File: src/rtl/pc_seq_pkg.sv
// Shared definitions for the fetch-front program counter: next-PC mode encodings
// and the default address/offset widths also used by the decode stage.
package pc_seq_pkg;

    localparam logic [1:0] MODE_INC    = 2'b00;
    localparam logic [1:0] MODE_BRANCH = 2'b01;
    localparam logic [1:0] MODE_JUMP   = 2'b10;
    localparam logic [1:0] MODE_RET    = 2'b11;

    localparam int PC_ADDR_W = 15;
    localparam int PC_OFF_W  = 8;

endpackage

File: src/rtl/ras_stack.sv
// Circular return-address stack. A push when full overwrites the oldest entry,
// so the newest RAS_DEPTH links always stay valid; count saturates at RAS_DEPTH.
module ras_stack #(
    parameter  int ADDR_W    = 15,
    parameter  int RAS_DEPTH = 8,
    localparam int PTR_W     = $clog2(RAS_DEPTH),
    localparam int CNT_W     = $clog2(RAS_DEPTH + 1)
) (
    input  logic              clk,
    input  logic              reset,
    input  logic              push,
    input  logic              pop,
    input  logic [ADDR_W-1:0] push_data,
    output logic [ADDR_W-1:0] top_data,
    output logic [CNT_W-1:0]  count,
    output logic              empty,
    output logic              full,
    output logic              overflow_pulse,
    output logic              underflow_pulse
);

    logic [ADDR_W-1:0] mem_q [RAS_DEPTH];
    logic [PTR_W-1:0]  ptr_q, ptr_d, ptr_top;
    logic [CNT_W-1:0]  cnt_q, cnt_d;

    // ptr_q points at the next free slot; the top entry sits just below it.
    assign ptr_top         = ptr_q - 1'b1;
    assign top_data        = mem_q[ptr_top];
    assign count           = cnt_q;
    assign empty           = (cnt_q == '0);
    assign full            = (cnt_q == CNT_W'(RAS_DEPTH));
    assign overflow_pulse  = push && full;
    assign underflow_pulse = pop && empty;

    always_comb begin
        ptr_d = ptr_q;
        cnt_d = cnt_q;
        if (push) begin
            ptr_d = ptr_q + 1'b1;
            if (!full) begin
                cnt_d = cnt_q + 1'b1;
            end
        end else if (pop && !empty) begin
            ptr_d = ptr_q - 1'b1;
            cnt_d = cnt_q - 1'b1;
        end
    end

    always_ff @(posedge clk) begin
        if (reset) begin
            ptr_q <= '0;
            cnt_q <= '0;
        end else begin
            ptr_q <= ptr_d;
            cnt_q <= cnt_d;
        end
    end

    always_ff @(posedge clk) begin
        if (!reset && push) begin
            mem_q[ptr_q] <= push_data;
        end
    end

endmodule

File: src/rtl/pc_sequencer.sv
// Program counter with internal next-PC selection: increment, relative branch,
// absolute jump (optionally with link push) and return through a RAS.
module pc_sequencer
    import pc_seq_pkg::*;
#(
    parameter  int                ADDR_W    = PC_ADDR_W,
    parameter  int                OFF_W     = PC_OFF_W,
    parameter  int                RAS_DEPTH = 8,
    parameter  logic [ADDR_W-1:0] RESET_VEC = '0,
    localparam int                CNT_W     = $clog2(RAS_DEPTH + 1)
) (
    input  logic              clk,
    input  logic              reset,
    input  logic              pc_en,
    input  logic [1:0]        mode,
    input  logic              br_taken,
    input  logic [OFF_W-1:0]  br_off,
    input  logic [ADDR_W-1:0] jump_addr,
    input  logic              call,
    output logic [ADDR_W-1:0] PC,
    output logic [CNT_W-1:0]  ras_count,
    output logic              ras_empty,
    output logic              ras_full,
    output logic              ras_err
);

    logic [ADDR_W-1:0] pc_q, pc_d;
    logic              err_q, err_d;
    logic [ADDR_W-1:0] link, off_ext, top_data;
    logic              push, pop, overflow_pulse, underflow_pulse;

    assign link    = pc_q + 1'b1;
    assign off_ext = ADDR_W'($signed(br_off));

    // A stalled cycle must leave the stack untouched, so both requests are gated.
    assign push = pc_en && (mode == MODE_JUMP) && call;
    assign pop  = pc_en && (mode == MODE_RET);

    ras_stack #(
        .ADDR_W    (ADDR_W),
        .RAS_DEPTH (RAS_DEPTH)
    ) u_ras (
        .clk             (clk),
        .reset           (reset),
        .push            (push),
        .pop             (pop),
        .push_data       (link),
        .top_data        (top_data),
        .count           (ras_count),
        .empty           (ras_empty),
        .full            (ras_full),
        .overflow_pulse  (overflow_pulse),
        .underflow_pulse (underflow_pulse)
    );

    always_comb begin
        pc_d = link;
        unique case (mode)
            MODE_INC:    pc_d = link;
            MODE_BRANCH: pc_d = br_taken ? (link + off_ext) : link;
            MODE_JUMP:   pc_d = jump_addr;
            MODE_RET:    pc_d = ras_empty ? link : top_data;
            default:     pc_d = link;
        endcase
    end

    assign err_d = err_q || overflow_pulse || underflow_pulse;

    always_ff @(posedge clk) begin
        if (reset) begin
            pc_q  <= RESET_VEC;
            err_q <= 1'b0;
        end else if (pc_en) begin
            pc_q  <= pc_d;
            err_q <= err_d;
        end
    end

    assign PC      = pc_q;
    assign ras_err = err_q;

endmodule

File: config.mk
export PLATFORM = sky130hd
export DESIGN_NAME = pc_sequencer
export DESIGN_NICKNAME = d
export VERILOG_FILES = /design/src/rtl/pc_seq_pkg.sv /design/src/rtl/ras_stack.sv /design/src/rtl/pc_sequencer.sv
export SDC_FILE = /design/constraint.sdc
export NUM_CORES = 1
export LEC_CHECK = 0
export CAP_MARGIN = 20
export CORE_MARGIN = 2
export CORE_UTILIZATION = 67
export CTS_CLUSTER_SIZE = 25
export DETAILED_ROUTE_END_ITERATION = 6
export DONT_BUFFER_PORTS = 1
export PLACE_DENSITY = 0.83
export SLEW_MARGIN = 20
export SYNTH_ARGS = -nofsm -noshare
export SYNTH_HDL_FRONTEND = slang
export SYNTH_HIERARCHICAL = 1
export SYNTH_SLANG_ARGS = --single-unit
export TNS_END_PERCENT = 5
File: constraint.sdc
create_clock -name clk -period 12.3 [get_ports clk]
set_input_delay 3.69 -clock clk [delete_from_list [all_inputs] [get_ports clk]]
set_output_delay 3.69 -clock clk [all_outputs]
set_load 0.05 [all_outputs]
==> key figures <==
Outcome
  • Status: finished with violations
  • Failing checks: design-rule violations

Timing
  • Worst-margin pin slew: approximately 1.1 ns
  • Achievable frequency: 163.6 MHz
  • Final setup viols: 0
  • Endpoints failing hold: 0
  • Final min period: ~6 ns
  • Final setup margin: 6.186 ns
  • Final period utilization: 0.4970
  • RSZ-0062 raised after global routing: false
  • Clock Skew: about 0.008 ns
  • Final Max Slew Viols: 0
  • Slew HR: 0.2279
  • Setup TNS: 0 ns
  • Hold_ws: approximately 0.60 ns

Min path
  • Hold_sp: u_ras/ptr_q[1]$_SDFFE_PP0P_
  • Type of the most critical hold path: reg -> reg
  • Hold path cells: 2
  • Worst Hold Path EP: u_ras/ptr_q[1]$_SDFFE_PP0P_

Floorplanning
  • Rows: 38
  • # IOs: 52
  • Die Y: between 100 and 150 µm
  • Die width: between 100 and 150 µm
  • Initial core utilization: 0.6896
  • Std-Cell Core Area: about 11000 µm²
  • DIE AREA: 12020 µm²

Finish
  • Fill count: between 600 and 700
  • Post-Layout Cell Count: ~730
  • Core Util, Final: 0.7540
  • Layout cells sized above 1: 0.1735
  • Final net count: 630
  • Syn-to-layout area delta: 9.339%
  • Fin area: about 8200 µm²

Detailed routing
  • DRT Pass-1 Iters: 7
  • ANT nets after route: 0
  • Via/cell ratio: roughly 7.1
  • Routed len/inst: ~25 µm
  • Drc violations: 3
  • Detailed Route WL: 18350 µm
  • Initial DRC Count: 831
  • Routed via count: 5209

Pwr
  • Int Power: 865.5 µW
  • Leak pwr: 2.803 nW
  • Psw: 318.5 µW
  • Clock network fraction of total power: 0.402
  • Sequential share of power: 0.477
  • Cell Pwr Density: ~140 nW/µm²
  • Combinational share of power: 0.122
  • Total power: around 1.2 mW
  • VDD IR-drop max: 0.1030 mV
  • Sw frac: 0.2690

Global route
  • Number of global-route vias before repair: approximately 5000
  • Gr usage total: 0.3191
  • Antenna violations before repair: 0
  • Remaining Overflow, GRT: 0
  • Largest net degree at the start of global routing: 38
  • First-pass GRT wire length: 27610 µm

Critical path
  • Crit path capture type: register
  • Critical R2R Capture: PC[14]$_SDFFE_PP0P_
  • CP startpoint kind: input pin
  • Critical path class: in -> reg
  • Worst r2r src: PC[0]$_SDFFE_PP0P_
  • Cells on worst reg2reg path: 11
  • R2r setup slk: roughly 7.7 ns
  • CP required: approximately 12 ns
  • Crit Path Max Fanout: 29
  • Arr. time, crit path: about 6.3 ns

Synth
  • Commonest cells in the netlist: 120 x edfxtp_1, 40 x nor2_1, 30 x nand2_1
  • Syn Inst Count: approximately 570
  • Synth Net Count: ~630
  • Yosys top cell area share: 0.4820
  • Synthesized flop and latch total: 143
  • Post-synth EDFFs: 120
  • Async SR Flop Fraction: 0
  • Most instantiated library cell after synthesis: edfxtp_1
  • Mapped cell area: 7476 µm²
  • Main synth FF type: edfxtp_1
  • Synth top area cells: edfxtp_1 48%, mux4_2 8.1%, dfxtp_1 6.2%, ha_1 3.8%, mux2_2 2.7%
  • Ys Warns: 6
  • Sequential-to-total area share from yosys stat: 0.5436
  • Yosys top cell by area: edfxtp_1
  • Syn_area_per_cell: about 13 µm²
  • Netlist cell types: 69

Placed design
  • Pre-CTS WS: around 5.8 ns
  • Placed Area: 7612 µm²
  • Placed cell count: roughly 700
  • DP HPWL: roughly 12000 µm
  • Port buffer count: 0
  • RePlAce Congestion: around 1

Job
  • Max_cap viols: 0

CTS
  • Clk sinks: ~140
  • CTS tree: built
  • Post-cts gate resize count: 0
  • Clock-pin slew on the worst setup and hold paths: ~0.060 ns
  • Total clock buffers created by CTS: 17
  • Hold Buf Count CTS: 0
  • Post-CTS Setup Bufs: 0
  • Root Driver: clkbuf_8
  • CTS H-tree lvls: 4
  • CTS Buffer Depth: 2
  • Worst-Skew Late Latency: 0.53 ns
==> sequential cells by signal (all words and copies together), names as in the netlist <==
name / cells
u_ras/mem_q: 120
PC: 15
u_ras/count: 4
u_ras/ptr_q: 3
ras_err: 1
==> worst max-delay path, cell delays in order <==
cell	delay (ns)
nand2b_1	0.33
nor2_1	0.61
inv_1	0.34
or3_1	0.54
nor2_2	0.73
==> cell families (layout without fill, tap and decap cells) <==
kind of cell | count (synthesis) | count (layout) | share of synthesized area
AND/OR/NAND/NOR | 158 | 158 | 0.1096
other | 0 | 1 | 0
adder cells (fa/ha/maj) | 25 | 25 | 0.04385
multiplexers | 54 | 54 | 0.1299
XOR/XNOR | 24 | 24 | 0.03013
flip-flops | 143 | 143 | 0.5436
buffers and inverters | 40 | 57 | 0.02812
AO/OA/AOI/OAI | 127 | 127 | 0.1148
==> per-layer routing <==
metal	wire length, µm	GRT usage	up-vias
met1	6908	0.4199	2489
met4	748	0.1492	0
met5	0	0	-
met2	8771	0.5026	366
met3	1926	0.08062	90
li1	-	-	2264
==> worst max path at each step <==
stage	from	end	slack, ns	cells after the start
floorplan	pc_en	u_ras/mem_q[2][0]$_DFFE_PP_	5.86	7
global placement	mode[0]	u_ras/mem_q[3][11]$_DFFE_PP_	5.66	5
detailed placement	mode[0]	u_ras/mem_q[3][8]$_DFFE_PP_	5.80	5
CTS	mode[0]	u_ras/mem_q[3][4]$_DFFE_PP_	6.26	5
global route	mode[0]	u_ras/mem_q[3][5]$_DFFE_PP_	6.01	5
finish	mode[0]	u_ras/mem_q[3][5]$_DFFE_PP_	6.19	5
==> power by group through the flow <==
stage / sequential, mW / combinational, mW / clock, mW
3_5_place_dp: 0.574 / 0.138 / 0
5_1_grt: 0.565 / 0.155 / 0.498
4_1_cts: 0.564 / 0.141 / 0.479
3_3_place_gp: 0.574 / 0.133 / 0
6_report: 0.564 / 0.144 / 0.476
2_1_floorplan: 0.570 / 0.109 / 0
==> cells in the final DEF, fill, tap and decap left out, types with 7 or more instances in the layout <==
cell       count
nor3_1        17
nand2_1       30
nor2_1        39
a211oi_1       9
xnor2_1       13
buf_4         10
mux4_2        27
dfxtp_1       22
a21oi_1       29
edfxtp_1     120
clkbuf_16     16
ha_1          23
mux2_2        18
inv_1         14
nand2b_1       8
o21ai_0       29
or3_1          7
xor2_1         8
nand3_1       16
==> layout make-up <==
| type | instances | area (µm²) | share of cell area |
|---|---|---|---|
| clock buffer | 18 | 417.9 | 0.05113 |
| sequential | 143 | 4065 | 0.4973 |
| antenna | 1 | 2.502 | 0.0003061 |
| tap | 140 | 175.2 | 0.02143 |
| clock inverter | 14 | 133.9 | 0.01638 |
| inverter | 14 | 52.55 | 0.006429 |
| multi-input combinational | 388 | 3241 | 0.3964 |
| timing repair buffer | 11 | 86.33 | 0.01056 |
(Power assumes the default switching activity.)
